<file path="config.mk">
export PLATFORM = sky130hd
export DESIGN_NAME = alu_seq_flat
export DESIGN_NICKNAME = d
export VERILOG_FILES = /design/src/rtl/alu_seq_if.sv /design/src/rtl/alu_seq.sv /design/src/flat_wrapper.sv
export SDC_FILE = /design/constraint.sdc
export NUM_CORES = 1
export LEC_CHECK = 0
export ABC_CLOCK_PERIOD_IN_PS = 2600
export CORE_MARGIN = 5
export CORE_UTILIZATION = 59
export CTS_BUF_LIST = sky130_fd_sc_hd__clkbuf_2 sky130_fd_sc_hd__clkbuf_4 sky130_fd_sc_hd__clkbuf_8
export DETAILED_ROUTE_END_ITERATION = 7
export MAX_ROUTING_LAYER = met4
export PLACE_DENSITY = 0.83
export SYNTH_ARGS = -nofsm -noshare
export SYNTH_HDL_FRONTEND = slang
export SYNTH_SLANG_ARGS = --single-unit
</file>
<file path="constraint.sdc">
create_clock -name clk -period 2.6 [get_ports clk]
set_input_delay 0.39 -clock clk [delete_from_list [all_inputs] [get_ports clk]]
set_output_delay 0.39 -clock clk [all_outputs]
set_load 0.02 [all_outputs]
</file>
<file path="src/rtl/alu_seq_if.sv">
// Operand/result handshake bundle for alu_seq: the upstream valid/ready pair, the operands,
// and the downstream valid/ready pair with the registered result and flags.
interface alu_seq_if #(
    parameter int unsigned DWIDTH = 8
);
    logic              valid_i;
    logic              ready_o;
    logic [2:0]        sel_i;
    logic [DWIDTH-1:0] op1_i;
    logic [DWIDTH-1:0] op2_i;
    logic              valid_o;
    logic              ready_i;
    logic [DWIDTH-1:0] res_o;
    logic              zero_o;
    logic              neg_o;
    logic              carry_o;
    logic              ovf_o;

    // The ALU itself.
    modport slave (
        input  valid_i, sel_i, op1_i, op2_i, ready_i,
        output ready_o, valid_o, res_o, zero_o, neg_o, carry_o, ovf_o
    );

    // Whoever feeds operands and consumes results.
    modport master (
        output valid_i, sel_i, op1_i, op2_i, ready_i,
        input  ready_o, valid_o, res_o, zero_o, neg_o, carry_o, ovf_o
    );
endinterface

</file>
<file path="src/rtl/alu_seq.sv">
// Handshaked ALU: single-cycle add/sub/logic ops, iterative one-bit-per-cycle shifts,
// registered result and flags held until the consumer accepts them.
module alu_seq #(
    parameter int unsigned DWIDTH = 8
) (
    input  logic     clk,
    input  logic     reset,
    alu_seq_if.slave bus
);
    localparam int unsigned SW  = $clog2(DWIDTH);
    localparam int unsigned MSB = DWIDTH - 1;

    localparam logic [2:0] OpAdd = 3'b000;
    localparam logic [2:0] OpSub = 3'b001;
    localparam logic [2:0] OpAnd = 3'b010;
    localparam logic [2:0] OpOr  = 3'b011;
    localparam logic [2:0] OpXor = 3'b100;
    localparam logic [2:0] OpSll = 3'b101;
    localparam logic [2:0] OpSrl = 3'b110;
    localparam logic [2:0] OpSra = 3'b111;

    typedef enum logic [1:0] {StIdle, StShift, StDone} state_e;

    state_e            state_q, state_d;
    logic [2:0]        sel_q, sel_d;
    logic [DWIDTH-1:0] work_q, work_d;
    logic [DWIDTH-1:0] op2_q, op2_d;
    logic [SW-1:0]     cnt_q, cnt_d;
    logic              shift_op_q, shift_op_d;
    logic [DWIDTH-1:0] res_q, res_d;
    logic              zero_q, zero_d;
    logic              neg_q, neg_d;
    logic              carry_q, carry_d;
    logic              ovf_q, ovf_d;

    logic [SW-1:0]     shamt_in;
    logic              is_shift_in;
    logic              accept;
    logic [DWIDTH:0]   sum;
    logic [DWIDTH:0]   dif;
    logic [DWIDTH-1:0] alu_res;
    logic              alu_c;
    logic              alu_v;
    logic [DWIDTH-1:0] step;
    logic [DWIDTH-1:0] fin_res;

    assign shamt_in    = bus.op2_i[SW-1:0];
    assign is_shift_in = bus.sel_i[2] & (bus.sel_i[1] | bus.sel_i[0]);
    assign bus.ready_o = (state_q == StIdle) && !reset;
    assign accept      = bus.valid_i && bus.ready_o;

    assign sum = {1'b0, work_q} + {1'b0, op2_q};
    assign dif = {1'b0, work_q} + {1'b0, ~op2_q} + (DWIDTH + 1)'(1);

    // Non-shift ops evaluate on the registered operands; shifts with amount 0 pass op1 through.
    always_comb begin
        alu_res = work_q;
        alu_c   = 1'b0;
        alu_v   = 1'b0;
        case (sel_q)
            OpAdd: begin
                alu_res = sum[DWIDTH-1:0];
                alu_c   = sum[DWIDTH];
                alu_v   = (work_q[MSB] == op2_q[MSB]) && (alu_res[MSB] != work_q[MSB]);
            end
            OpSub: begin
                alu_res = dif[DWIDTH-1:0];
                alu_c   = ~dif[DWIDTH];
                alu_v   = (work_q[MSB] != op2_q[MSB]) && (alu_res[MSB] != work_q[MSB]);
            end
            OpAnd:   alu_res = work_q & op2_q;
            OpOr:    alu_res = work_q | op2_q;
            OpXor:   alu_res = work_q ^ op2_q;
            default: alu_res = work_q;
        endcase
    end

    always_comb begin
        step = work_q;
        case (sel_q)
            OpSll:   step = {work_q[DWIDTH-2:0], 1'b0};
            OpSrl:   step = {1'b0, work_q[DWIDTH-1:1]};
            OpSra:   step = {work_q[MSB], work_q[DWIDTH-1:1]};
            default: step = work_q;
        endcase
    end

    assign fin_res = shift_op_q ? step : alu_res;

    // One-cycle ops also pass through StShift with a count of 1, so the result is produced on
    // the edge after the operands were registered.
    always_comb begin
        state_d    = state_q;
        sel_d      = sel_q;
        work_d     = work_q;
        op2_d      = op2_q;
        cnt_d      = cnt_q;
        shift_op_d = shift_op_q;
        res_d      = res_q;
        zero_d     = zero_q;
        neg_d      = neg_q;
        carry_d    = carry_q;
        ovf_d      = ovf_q;
        case (state_q)
            StIdle: begin
                if (accept) begin
                    sel_d      = bus.sel_i;
                    work_d     = bus.op1_i;
                    op2_d      = bus.op2_i;
                    shift_op_d = is_shift_in && (shamt_in != '0);
                    cnt_d      = (is_shift_in && (shamt_in != '0)) ? shamt_in : SW'(1);
                    state_d    = StShift;
                end
            end
            StShift: begin
                work_d = shift_op_q ? step : work_q;
                cnt_d  = cnt_q - SW'(1);
                if (cnt_q == SW'(1)) begin
                    res_d   = fin_res;
                    zero_d  = (fin_res == '0);
                    neg_d   = fin_res[MSB];
                    carry_d = alu_c;
                    ovf_d   = alu_v;
                    state_d = StDone;
                end
            end
            StDone: begin
                if (bus.ready_i) begin
                    state_d = StIdle;
                end
            end
            default: state_d = StIdle;
        endcase
    end

    always_ff @(posedge clk) begin
        if (reset) begin
            state_q    <= StIdle;
            sel_q      <= '0;
            work_q     <= '0;
            op2_q      <= '0;
            cnt_q      <= '0;
            shift_op_q <= 1'b0;
            res_q      <= '0;
            zero_q     <= 1'b0;
            neg_q      <= 1'b0;
            carry_q    <= 1'b0;
            ovf_q      <= 1'b0;
        end else begin
            state_q    <= state_d;
            sel_q      <= sel_d;
            work_q     <= work_d;
            op2_q      <= op2_d;
            cnt_q      <= cnt_d;
            shift_op_q <= shift_op_d;
            res_q      <= res_d;
            zero_q     <= zero_d;
            neg_q      <= neg_d;
            carry_q    <= carry_d;
            ovf_q      <= ovf_d;
        end
    end

    assign bus.valid_o = (state_q == StDone);
    assign bus.res_o   = res_q;
    assign bus.zero_o  = zero_q;
    assign bus.neg_o   = neg_q;
    assign bus.carry_o = carry_q;
    assign bus.ovf_o   = ovf_q;
endmodule
</file>
<file path="src/flat_wrapper.sv">
// flat-port wrapper written by rule: the top's interface ports become plain ports
module alu_seq_flat 
#(
    parameter int unsigned DWIDTH = 8
)
  (clk, reset, bus_valid_i, bus_sel_i, bus_op1_i, bus_op2_i, bus_ready_i, bus_ready_o, bus_valid_o, bus_res_o, bus_zero_o, bus_neg_o, bus_carry_o, bus_ovf_o);
  alu_seq_if #(.DWIDTH(DWIDTH)) bus_i ();
  input  logic clk;
  input  logic reset;
  input wire logic [$bits(bus_i.valid_i)-1:0] bus_valid_i;
  input wire logic [$bits(bus_i.sel_i)-1:0] bus_sel_i;
  input wire logic [$bits(bus_i.op1_i)-1:0] bus_op1_i;
  input wire logic [$bits(bus_i.op2_i)-1:0] bus_op2_i;
  input wire logic [$bits(bus_i.ready_i)-1:0] bus_ready_i;
  output wire logic [$bits(bus_i.ready_o)-1:0] bus_ready_o;
  output wire logic [$bits(bus_i.valid_o)-1:0] bus_valid_o;
  output wire logic [$bits(bus_i.res_o)-1:0] bus_res_o;
  output wire logic [$bits(bus_i.zero_o)-1:0] bus_zero_o;
  output wire logic [$bits(bus_i.neg_o)-1:0] bus_neg_o;
  output wire logic [$bits(bus_i.carry_o)-1:0] bus_carry_o;
  output wire logic [$bits(bus_i.ovf_o)-1:0] bus_ovf_o;
  assign bus_i.valid_i = bus_valid_i;
  assign bus_i.sel_i = bus_sel_i;
  assign bus_i.op1_i = bus_op1_i;
  assign bus_i.op2_i = bus_op2_i;
  assign bus_i.ready_i = bus_ready_i;
  assign bus_ready_o = bus_i.ready_o;
  assign bus_valid_o = bus_i.valid_o;
  assign bus_res_o = bus_i.res_o;
  assign bus_zero_o = bus_i.zero_o;
  assign bus_neg_o = bus_i.neg_o;
  assign bus_carry_o = bus_i.carry_o;
  assign bus_ovf_o = bus_i.ovf_o;
  alu_seq #(.DWIDTH(DWIDTH)) u_core (.clk(clk), .reset(reset), .bus(bus_i));
endmodule
</file>
==> results.md, run 1 <==
* Mapped Area at around 3200 µm²
* Met2 routed WL at between 4000 and 5000 µm
* Via count at about 3500
* Deepest clock path buffer count at 2
* Wire per inst at 19.1 µm
* Crit path max fanout at 4
* Via density at between 6 and 7
* DIE AREA at 6940 µm²
* Required time worst endpoint at 2810 ps
* Overflow after GRT at 0
* Synth-to-layout area growth at 22.7%
* Initial Util at ~61%
* DP Wirelength at 7710 µm
* Initial DRC Count at 366
* TritonCTS clock tree: done
* Internal power at 0.00125 W
* # setup viols final at 0
* Status: complete, no violations
* Drt pass-1 iters at 5
* Setup Skew at about 5.8 ps
* Level count of the clock H-tree at 2
* Core area at ~5200 µm²
* Slew margin rel. at between 40 and 50%
* Async set-reset flop share out of synthesis at 0%
* Die Y at 83.3 µm
* Final worst slack at 103 ps
* PwrDens at ~540 nW/µm²
* Crit path DAT at 2710 ps
* Share of cells above drive strength 1 at 14.4%
* Post-synth EDFFs at 0
* # DRC at 0
* Met3 WL at about 930 µm
* Seq/Total Area, Yosys at a little under a quarter
* Ys flop type: dfxtp_1
* Port-buffer cells at 36
* Total number of yosys warnings at 0
* Hold Buf Count CTS at 0
* Final WL at between 10000 and 15000 µm
* Setup TNS at 0 ps
* Type of origin of the critical path: flop
* # Post-CTS Setup Buffers at 0
* Vias in the first global route at 3448
* Placed Area at roughly 3800 µm²
* Pleak at 1.55 nW
* Sequential share of power at a little under a third
* Clock latency at the later pin of the worst-skew pair at 290 ps
* Gpl congestion at about 1.0
* Largest net degree at the start of global routing at 39
* Clock slew at reported path FFs at ~80 ps
* First-pass GRT wire length at roughly 17000 µm
* Diode count at 0
* Site Rows at 26
* Root buffer cell: clkbuf_8
* Crit end category: flop
* Num CTS Buffers at 5
* Fmax achieved at around 400 MHz
* P_sw at about 0.00085 W
* Max cap viols at 0
* Antenna violations before repair at 0
* Post-cts resize count at 0
* Sw Ratio at between 40 and 50%
* Final cycle utilization of the critical path at between 90 and 100%
* RSZ-0062 raised after global routing: no
* Power share of the clock group at 20.4%
* NumNets Final at about 520
* Max-slew violation count at 0
* Number of I/O pins at 37
* Antenna viol nets, final at 0
* Fin area at 3890 µm²
* CTS sink count at 36
* GRT Total Usage at 30.8%
* Worst-margin pin slew at roughly 750 ps
* Logic pwr share at roughly half
* Dpl ws at around 42 ps
* Synth unique cells at 77
* Worst min path class: reg2reg
* Highest routed layer: met4
* Die Wd at between 80 and 90 µm
* Synth Register Bits at 36
* Max IR drop VDD at 0.419 mV
* Syn Nets at 469
* Gate count of the mapped netlist at 418
* Crit Path Class: reg2reg
* Average size of a mapped cell at 7.59 µm²
* Final Hold Vio Count at 0
* Final min period at ~2500 ps
* WL met1 at ~4500 µm
[critical path, cell delays in order, from the launching register on]
cell	delay, ps
dfxtp_2	370
inv_1	80
ha_1	220
fa_2	530
a211oi_1	70
o311ai_2	370
o211ai_1	160
nor4_1	270
nand4_1	170
o31ai_2	180
[path summary, 6_finish.rpt]
kind         slack (ps)  cells after the start                          start                              to
min reg2reg         460                      2  u_core.bus.ovf_o$_SDFFE_PP0P_   u_core.bus.ovf_o$_SDFFE_PP0P_
max reg2reg         100                      9  u_core.work_q[0]$_SDFFE_PP0P_  u_core.bus.zero_o$_SDFFE_PP0P_
min                 460                      2  u_core.bus.ovf_o$_SDFFE_PP0P_   u_core.bus.ovf_o$_SDFFE_PP0P_
max                 100                      9  u_core.work_q[0]$_SDFFE_PP0P_  u_core.bus.zero_o$_SDFFE_PP0P_
[Yosys cell counts (3+ instances only)]
library cell  number  share of area [%]
nand2_1           47                5.6
dfxtp_1           36                 23
a21oi_1           31                4.9
nor2_1            29                3.4
o21ai_0           29                4.6
inv_1             28                3.3
ha_1              26                 10
o211ai_1          13                3.1
buf_2             12                1.9
clkbuf_1          12                1.4
o31ai_1           12                2.8
nand3_1           10                1.6
nor3_1             8                1.3
a211oi_1           7                1.7
nor2b_1            7                1.4
a31oi_1            5               0.99
a22o_1             4                1.1
a22oi_1            4               0.95
and2_1             4               0.79
nand2b_1           4               0.79
a2111oi_0          3               0.83
a211o_1            3               0.83
a21o_1             3               0.71
mux2i_1            3               0.95
nand4_1            3               0.59
o211a_1            3               0.95
o21ai_1            3               0.47
[cells by family after synthesis]
| logic type | Yosys count | synth area share [%] |
|---|---|---|
| and+or+nand+nor | 130 | 19.8 |
| buffers and inverters | 59 | 7.70 |
| adders and majority gates | 28 | 11.5 |
| DFF | 36 | 22.7 |
| AOI/OAI and AO/OA | 156 | 35.0 |
| muxes | 6 | 2.37 |
| xor gates and xnor gates | 3 | 0.829 |
[routing by layer]
metal,global-route usage (%),vias to the layer above
li1,-,1630
met1,41.6,1611
met2,47.0,200
met3,6.04,30
met4,7.88,0
met5,-,-
[cell type report]
cell class                      count  area, µm²
Multi-Input combinational cell    323       2220
Timing Repair Buffer               73        651
Inverter                           31        116
Clock inverter                      2       16.3
Fill cell                         399       1280
Clock buffer                        6       76.3
Sequential cell                    36        722
Tap cell                           70       87.6
[cells in the final DEF (no fill, tap or decap), types with 4 or more instances in the layout]
master           instances
dfxtp_1                 35
a31oi_1                  5
buf_4                   36
o31ai_1                 12
o21ai_0                 29
inv_1                   28
and2_1                   4
nor3_1                   8
ha_1                    26
nand2_1                 47
clkdlybuf4s50_1         36
a22oi_1                  4
a21oi_1                 31
o211ai_1                13
nand2b_1                 4
nor2b_1                  7
nand3_1                 10
nor2_1                  29
a211oi_1                 7
a22o_1                   4
clkbuf_8                 5
[power by group through the flow]
| stage | Combinational (W) | Sequential, W | Clock, W |
|---|---|---|---|
| 3_5_place_dp | 0.000976 | 0.000660 | 0 |
| 6_report | 0.00102 | 0.000649 | 0.000428 |
| 4_1_cts | 0.000983 | 0.000647 | 0.000433 |
| 5_1_grt | 0.00110 | 0.000657 | 0.000460 |
| 2_1_floorplan | 0.000632 | 0.000666 | 0 |
| 3_3_place_gp | 0.000963 | 0.000658 | 0 |
[registers in the layout (all words and copies together) (netlist names)]
signal              cells
u_core.bus.carry_o      1
u_core.state_q          2
u_core.cnt_q            3
u_core.bus.ovf_o        1
u_core.sel_q            3
u_core.bus.zero_o       1
u_core.shift_op_q       1
u_core.bus.res_o        7
u_core.work_q           8
u_core.op2_q            8
u_core.bus.neg_o        1
[per-stage QoR]
stage | power [W] | utilization (%) | hold WS, ps | instances
floorplan | 0.00130 | - | 483 | 418
global placement | 0.00162 | 73.1 | 442 | 533
detailed placement | 0.00164 | 73.1 | 451 | 533
CTS | 0.00206 | 74.9 | 463 | 541
global route | 0.00222 | 75.2 | 511 | 541
finish | 0.00209 | 75.2 | 458 | 541
Power figures use the tool's default switching activity.
==> run 2, diff against run 1 <==
--- a/config.mk
+++ b/config.mk
@@ -12,6 +12,7 @@
 export DETAILED_ROUTE_END_ITERATION = 7
 export MAX_ROUTING_LAYER = met4
 export PLACE_DENSITY = 0.83
+export SKIP_LAST_GASP = 1
 export SYNTH_ARGS = -nofsm -noshare
 export SYNTH_HDL_FRONTEND = slang
 export SYNTH_SLANG_ARGS = --single-unit
==> results of run 2 <==
Same layout as run 1: the final DEF is identical, and so are final timing and power.
